**config.mk**
```make
export PLATFORM = sky130hd
export DESIGN_NAME = mem_port_arbiter
export DESIGN_NICKNAME = d
export VERILOG_FILES = /design/src/rtl/mem_port_arbiter.sv
export SDC_FILE = /design/constraint.sdc
export NUM_CORES = 1
export LEC_CHECK = 0
export ABC_CLOCK_PERIOD_IN_PS = 4200
export BUFFER_PORTS_ARGS = -buffer_cell sky130_fd_sc_hd__buf_2
export CORE_AREA = 4 4 303 305
export CTS_BUF_LIST = sky130_fd_sc_hd__clkbuf_4 sky130_fd_sc_hd__clkbuf_8
export CTS_CLUSTER_DIAMETER = 200
export DETAILED_ROUTE_END_ITERATION = 10
export DIE_AREA = 0 0 307 309
export SYNTH_ARGS = -nofsm -noshare
export SYNTH_HDL_FRONTEND = slang
export SYNTH_SLANG_ARGS = --single-unit
```
**constraint.sdc**
```tcl
create_clock -name clk -period 4.2 [get_ports clk]
set_input_delay 0.63 -clock clk [delete_from_list [all_inputs] [get_ports clk]]
set_output_delay 0.63 -clock clk [all_outputs]
set_load 0.03 [all_outputs]
```
**src/rtl/mem_port_arbiter.sv**
```systemverilog
// Shares one line-wide RAM port between the icache (reads) and the dcache (reads/writes).
// One transaction in flight; round-robin or fixed-dcache-priority arbitration.
module mem_port_arbiter #(
    parameter int unsigned ADDR_WIDTH = 32,
    parameter int unsigned LINE_WIDTH = 128,
    parameter bit          RR_ENABLE  = 1'b1
) (
    input  logic                  clk,
    input  logic                  RESET,

    input  logic                  ic_req_valid,
    input  logic [ADDR_WIDTH-1:0] ic_req_addr,
    output logic                  ic_req_ready,
    output logic                  ic_rsp_valid,
    output logic [LINE_WIDTH-1:0] ic_rsp_data,

    input  logic                  dc_req_valid,
    input  logic                  dc_req_rw,
    input  logic [ADDR_WIDTH-1:0] dc_req_addr,
    input  logic [LINE_WIDTH-1:0] dc_req_wdata,
    output logic                  dc_req_ready,
    output logic                  dc_rsp_valid,
    output logic [LINE_WIDTH-1:0] dc_rsp_data,

    output logic [ADDR_WIDTH-1:0] ram_read_addr,
    output logic                  ram_read_addr_valid,
    input  logic                  ram_read_addr_ready,
    input  logic [LINE_WIDTH-1:0] ram_read_data,
    input  logic                  ram_read_data_valid,

    output logic [ADDR_WIDTH-1:0] ram_write_addr,
    output logic [LINE_WIDTH-1:0] ram_write_data,
    output logic                  ram_write_addr_valid,
    input  logic                  ram_write_addr_ready,
    input  logic                  ram_write_resp_valid,

    output logic                  busy,
    output logic                  owner
);

    localparam int unsigned OFFSET_BITS = 4;
    localparam logic [ADDR_WIDTH-1:0] LINE_MASK = ~ADDR_WIDTH'((2 ** OFFSET_BITS) - 1);
    localparam logic OWNER_IC = 1'b0;
    localparam logic OWNER_DC = 1'b1;

    typedef enum logic [1:0] {
        S_IDLE,
        S_ISSUE,
        S_WAIT_RSP,
        S_RESPOND
    } state_t;

    state_t                r_state;
    logic                  r_owner;
    logic                  r_rw;
    logic                  r_last_grant;
    logic                  r_busy;
    logic [ADDR_WIDTH-1:0] r_addr;
    logic [LINE_WIDTH-1:0] r_wdata;
    logic                  r_ic_req_ready;
    logic                  r_dc_req_ready;
    logic                  r_ic_rsp_valid;
    logic                  r_dc_rsp_valid;
    logic [LINE_WIDTH-1:0] r_ic_rsp_data;
    logic [LINE_WIDTH-1:0] r_dc_rsp_data;
    logic                  r_ram_rd_valid;
    logic                  r_ram_wr_valid;

    logic                  w_any_req;
    logic                  w_pick_dc;
    logic                  w_grant_wr;
    logic [ADDR_WIDTH-1:0] w_grant_addr;

    // Tie goes to the requester that was not served last (or always dcache when RR is off)
    assign w_any_req    = ic_req_valid | dc_req_valid;
    assign w_pick_dc    = dc_req_valid &
                          (~ic_req_valid | ~RR_ENABLE | (r_last_grant == OWNER_IC));
    assign w_grant_wr   = w_pick_dc & dc_req_rw;
    assign w_grant_addr = (w_pick_dc ? dc_req_addr : ic_req_addr) & LINE_MASK;

    always_ff @(posedge clk) begin
        if (RESET) begin
            r_state        <= S_IDLE;
            r_owner        <= OWNER_IC;
            r_rw           <= 1'b0;
            r_last_grant   <= OWNER_IC;
            r_busy         <= 1'b0;
            r_addr         <= '0;
            r_wdata        <= '0;
            r_ic_req_ready <= 1'b0;
            r_dc_req_ready <= 1'b0;
            r_ic_rsp_valid <= 1'b0;
            r_dc_rsp_valid <= 1'b0;
            r_ic_rsp_data  <= '0;
            r_dc_rsp_data  <= '0;
            r_ram_rd_valid <= 1'b0;
            r_ram_wr_valid <= 1'b0;
        end else begin
            r_ic_req_ready <= 1'b0;
            r_dc_req_ready <= 1'b0;
            r_ic_rsp_valid <= 1'b0;
            r_dc_rsp_valid <= 1'b0;

            case (r_state)
                S_IDLE: begin
                    if (w_any_req) begin
                        r_ic_req_ready <= ~w_pick_dc;
                        r_dc_req_ready <= w_pick_dc;
                        r_owner        <= w_pick_dc;
                        r_rw           <= w_grant_wr;
                        r_addr         <= w_grant_addr;
                        r_wdata        <= dc_req_wdata;
                        r_ram_rd_valid <= ~w_grant_wr;
                        r_ram_wr_valid <= w_grant_wr;
                        r_busy         <= 1'b1;
                        r_state        <= S_ISSUE;
                    end
                end

                S_ISSUE: begin
                    if ((r_rw && ram_write_addr_ready) || (!r_rw && ram_read_addr_ready)) begin
                        r_ram_rd_valid <= 1'b0;
                        r_ram_wr_valid <= 1'b0;
                        r_state        <= S_WAIT_RSP;
                    end
                end

                // Only the response type matching the issued command is accepted
                S_WAIT_RSP: begin
                    if (r_rw) begin
                        if (ram_write_resp_valid) begin
                            r_state <= S_RESPOND;
                        end
                    end else if (ram_read_data_valid) begin
                        if (r_owner == OWNER_DC) begin
                            r_dc_rsp_data <= ram_read_data;
                        end else begin
                            r_ic_rsp_data <= ram_read_data;
                        end
                        r_state <= S_RESPOND;
                    end
                end

                S_RESPOND: begin
                    r_ic_rsp_valid <= (r_owner == OWNER_IC);
                    r_dc_rsp_valid <= (r_owner == OWNER_DC);
                    r_last_grant   <= r_owner;
                    r_busy         <= 1'b0;
                    r_state        <= S_IDLE;
                end

                default: begin
                    r_busy  <= 1'b0;
                    r_state <= S_IDLE;
                end
            endcase
        end
    end

    assign ic_req_ready         = r_ic_req_ready;
    assign dc_req_ready         = r_dc_req_ready;
    assign ic_rsp_valid         = r_ic_rsp_valid;
    assign dc_rsp_valid         = r_dc_rsp_valid;
    assign ic_rsp_data          = r_ic_rsp_data;
    assign dc_rsp_data          = r_dc_rsp_data;
    assign ram_read_addr        = r_addr;
    assign ram_write_addr       = r_addr;
    assign ram_write_data       = r_wdata;
    assign ram_read_addr_valid  = r_ram_rd_valid;
    assign ram_write_addr_valid = r_ram_wr_valid;
    assign busy                 = r_busy;
    assign owner                = r_owner;

endmodule

```
# After elaboration in Yosys (flattened, before gate mapping)
# Cells that the tools add are included.
# word_totals
reg_bits,424
inputBits,329
out_inout_bits,456
# classes
n_eq_ne,7
n_mux,14
n_bitwise,13
n_reduce_logical,15
# op_table
operator,n
$mux 32,1
$reduce_and 4->1,3
$mux 2,5
$not 1->1,9
$pmux 2 s4,1
$ne 3x3->1 const B,2
$pmux 1 s2,3
$eq 2x2->1 const B,2
$mux 1,4
$ne 2x2->1 const B,2
$reduce_and 2->1,2
$reduce_bool 2->1,2
$reduce_and 3->1,1
$reduce_or 3->1,1
$and 1x1->1,2
$eq 2x1->1 const B,1
$logic_and 1x1->1,2
$logic_not 2->1,1
$or 1x1->1,2
$reduce_or 2->1,1
$logic_not 1->1,1
$logic_or 1x1->1,1

# Longest topological paths before layout
# logic_depth
depth_word,7
ltp_mapped,8

# Least setup slack after synthesis
# No wires, ideal clock.
# synth_path
path_type,input to register
from,input port RESET
to,"register r_addr[20], in the netlist ram_read_addr[20]"
setup_ps,139
t_arrival_ps,1413
t_required_ps,4061
slack_ps,2648
stages,4
path_buffers,3
cell_sequence,buf_2 > clkbuf_1 > clkbuf_1 > a211oi_1
# synth_rtl
item,line,source
start: declaration,9,"input logic RESET,"
end signal: assignment,111,r_addr <= w_grant_addr;
end: declaration,58,logic [ADDR_WIDTH-1:0] r_addr;
# No word-level cell between the ends.

# Worst setup path in the final report
# layout_path
from,register r_state[0]
to,"register r_wdata[88], in the netlist ram_write_data[88]"
# layout_via
elab_chain_cells,2
# layout_rtl
item,line,source
start: declaration,53,state_t r_state;
start signal: assignment,83,r_state <= S_IDLE;
start signal: assignment,116,r_state <= S_ISSUE;
start signal: assignment,124,r_state <= S_WAIT_RSP;
$logic_not 2->1,104,case (r_state)
$reduce_and 2->1 (no source line),n/a,
end signal: assignment,112,r_wdata <= dc_req_wdata;
end: declaration,59,logic [LINE_WIDTH-1:0] r_wdata;
# No other way between the ends.
# A chain may end at the register's enable or synchronous reset.

==> run summary <==
The number of global-route vias before repair came out at 14700. The maximum fanout along the worst path works out to 96. The library cell used most frequently in the layout, excluding fill and tap cells, is sky130_fd_sc_hd__nand2_1. Kind of capture point of the worst setup path: a flop. The tools report the final count of pins violating max slew as 0. The detailed router placed 15400 vias in this run.

Entering global routing, the biggest net connects 118 pins. For the number of nets in the finished design, the log shows 2922. The root buffer cell chosen for the clock tree is sky130_fd_sc_hd__clkbuf_8. The reported leakage power is 9.63 nW. For the overall power, the log shows 13.1 mW.

In this run the deepest clock path goes through 3 buffers. Fill cells in the final layout number 9983. After synthesis, the netlist uses 33 different library cells. In this run the horizontal extent of the chip is 307 um. Setup repair after global routing left no endpoint under its margin.

The count of buffers added on input and output ports is 768. For the synthesized instance count, the log shows 1889. The first global-routing pass estimated 95200 um of wire.

During synthesis, Yosys emitted a total of 0 warnings. In the layout the commonest cells are sky130_fd_sc_hd__nand2_1 (776), sky130_fd_sc_hd__buf_2 (767), sky130_fd_sc_hd__dfxtp_1 (424). Power spread over the standard cell area amounts to 604 nW/um^2. The worst-case IR drop observed on VDD is 572 uV.

For the worst-skew pair, the clock arrives at the later sink with an insertion delay of 0.68 ns. The placer's final routability congestion estimate came out at 0.939. The final critical-path share of the clock period is 56.6%.

The logs give 17.1% for the initial core utilization and 55.7% for the post-synthesis sequential area ratio. 785 I/O pins were placed. Slew of the pin with the lowest slew margin: 0.966 ns. For the area of the die, the log shows 94900 um^2. The minimum clock period after layout came out at 2.38 ns.

Register bit total from synthesis: 424. The maximum clock frequency came out at 0.421 GHz. Across the run, the number of max-cap violations was 0. Setup violations remaining at the end of the flow were counted as 0. The post-synthesis average cell area is 8.07 um^2, and the detailed-route wire length per cell is 17.5 um.

In this run the worst hold path is classified as in2reg. The core region is 89300 um^2. In this run, post-CTS repair resized a total of 0 instances. Number of antenna violations at the first check in global routing: 27. Yosys attributes the largest share of cell area to sky130_fd_sc_hd__dfxtp_1 (56%), sky130_fd_sc_hd__nand2_1 (19%), sky130_fd_sc_hd__a21oi_1 (13%). The library cell with the largest summed area after synthesis was sky130_fd_sc_hd__dfxtp_1. The count of flip-flops with a built-in enable after synthesis was 0; the per-cell via count in the routed design was 4.03. The overall routing resource usage is 13.3%. The share of post-route cells with drive strength above 1 came out at 35.2%.

After detailed routing, the total wire length is 67100 um. The post-route cell area is 21600 um^2, and the post-route clock skew is 0.0334 ns. The most used flip-flop cell after synthesis is sky130_fd_sc_hd__dfxtp_1. Fraction of synthesized cell area taken by the top area cell type: 55.7%. The number of DRC markers in iteration 0 was 1109; the netlist area before placement was 15200 um^2. The cts-stage hold buffer count is 0, and the total negative slack is 0 ns. TritonCTS built the clock tree.

The flow ran to the end, and the final reports show no timing, DRC or antenna violations. For this run, design rule violations remaining after detail routing come to 0. Cells fill 24.2% of the core in the end. The die height is 309 um. The logs give 2.97 ns for the worst endpoint data arrival time and 424 for the total number of clock tree sinks.

Summing all placed instances gives a cell area of 20000 um^2. The pre-antenna-repair detailed-routing pass consisted of 7 iterations. The number of buffers inserted during clock tree synthesis is 78. Detailed placement ended at an HPWL of 50000 um. The sort of element at the start of the critical path was a flop. Remaining number of nets flagged by the antenna check after routing: 0. For the number of standard-cell rows in the floorplan, the log shows 110. The async set-reset flop share out of synthesis was 0%.

In this run the number of H-tree levels came out at 3. The run gives 0 as the total congestion overflow after global routing. Area growth from synthesis to final layout: 41.8%. Data on the critical path is required at its endpoint by 4.80 ns. After clock tree synthesis, the clock-pin slew on the worst setup and hold paths is 0.06 ns.

Post-CTS timing repair inserted 0 buffers for setup. In this run the tightest slew margin relative to its limit is 35.6%. The run gives 0 as the number of hold violations in the final report. The setup path with the least slack is of type reg2reg.
path summary, 6_finish.rpt:
check	from	end	slack (ns)	depth (start not counted)
min reg2reg	ic_rsp_data[121]$_SDFFE_PP0P_	ic_rsp_data[121]$_SDFFE_PP0P_	0.45	2
max	r_state[0]$_SDFFE_PP0P_	ram_write_data[88]$_SDFFE_PP0P_	1.82	6
min	dc_req_wdata[23]	ram_write_data[23]$_SDFFE_PP0P_	0.18	3
max reg2reg	r_state[0]$_SDFFE_PP0P_	ram_write_data[88]$_SDFFE_PP0P_	1.82	6
cell families after synthesis:
kind of cell    after synthesis  share of synthesized area (%)
fa+ha+maj                     5                          0.411
other cells                   1                         0.0246
mux                          32                           2.10
flops                       424                           55.7
compound gates              425                           14.7
buf+inv                     182                           6.50
simple gates                820                           20.5
cell usage after synthesis, types with 2 or more instances:
master                     count
sky130_fd_sc_hd__a21oi_1     387
sky130_fd_sc_hd__and3_1        2
sky130_fd_sc_hd__dfxtp_1     424
sky130_fd_sc_hd__ha_1          5
sky130_fd_sc_hd__clkbuf_1     56
sky130_fd_sc_hd__buf_2        69
sky130_fd_sc_hd__buf_4        49
sky130_fd_sc_hd__a211oi_1     26
sky130_fd_sc_hd__nor3_1        2
sky130_fd_sc_hd__nor2_1       31
sky130_fd_sc_hd__o32ai_1       2
sky130_fd_sc_hd__buf_8         2
sky130_fd_sc_hd__nand2_1     776
sky130_fd_sc_hd__a211oi_2      3
sky130_fd_sc_hd__buf_6         2
sky130_fd_sc_hd__inv_1         4
sky130_fd_sc_hd__nand2b_1      2
sky130_fd_sc_hd__mux2i_1      32
routing by layer:
metal	up-vias	part of all wire (%)	global-route usage, %
li1	7492	-	-
met1	7103	38	14.4
met2	637	49	23.5
met3	141	10	5.53
met4	28	2.7	4.64
met5	-	0.26	0
area by class of cell:
cell class                      count  area (um^2)  area share (%)
Multi-Input combinational cell   1290         5830            27.0
Tap cell                         1176         1470            6.81
Clock inverter                     12          151           0.701
Sequential cell                   424         8490            39.3
Timing Repair Buffer              790         4140            19.2
Antenna cell                       10         25.0           0.116
Inverter                            4         15.0          0.0695
Clock buffer                      119         1480            6.86
where the power goes:
group	internal, mW	total [mW]	switching, mW	leakage [nW]
sequential	4.54	4.83	0.292	3.45
combinational	1.06	4.03	2.97	5.33
clock	2.42	4.19	1.77	0.850
state kept, by name (all words and copies together), names as in the netlist, 2 cells and up:
signal          count
ram_read_addr      28
ic_rsp_data       128
dc_rsp_data       128
ram_write_data    128
r_state             2
metrics by stage:
stage / worst slack [ns] / hold WS (ns) / std cells
detailed placement: 1.87 / 0.443 / 3684
finish: 1.82 / 0.179 / 3825
floorplan: 2.65 / 0.483 / 1896
CTS: 1.85 / 0.0639 / 3815
global placement: 1.89 / 0.439 / 3684
global route: 1.61 / 0.0911 / 3821
worst max-delay path: stages (launching register included):
cell and delay (ns):
sky130_fd_sc_hd__dfxtp_1 0.34, sky130_fd_sc_hd__inv_1 0.11, sky130_fd_sc_hd__ha_1 0.34, sky130_fd_sc_hd__o21a_4 0.65, sky130_fd_sc_hd__buf_12 0.40, sky130_fd_sc_hd__nand2_1 0.20
sky130_fd_sc_hd__a21oi_1 0.16
Note: power is estimated with default switching activity, not from simulation.
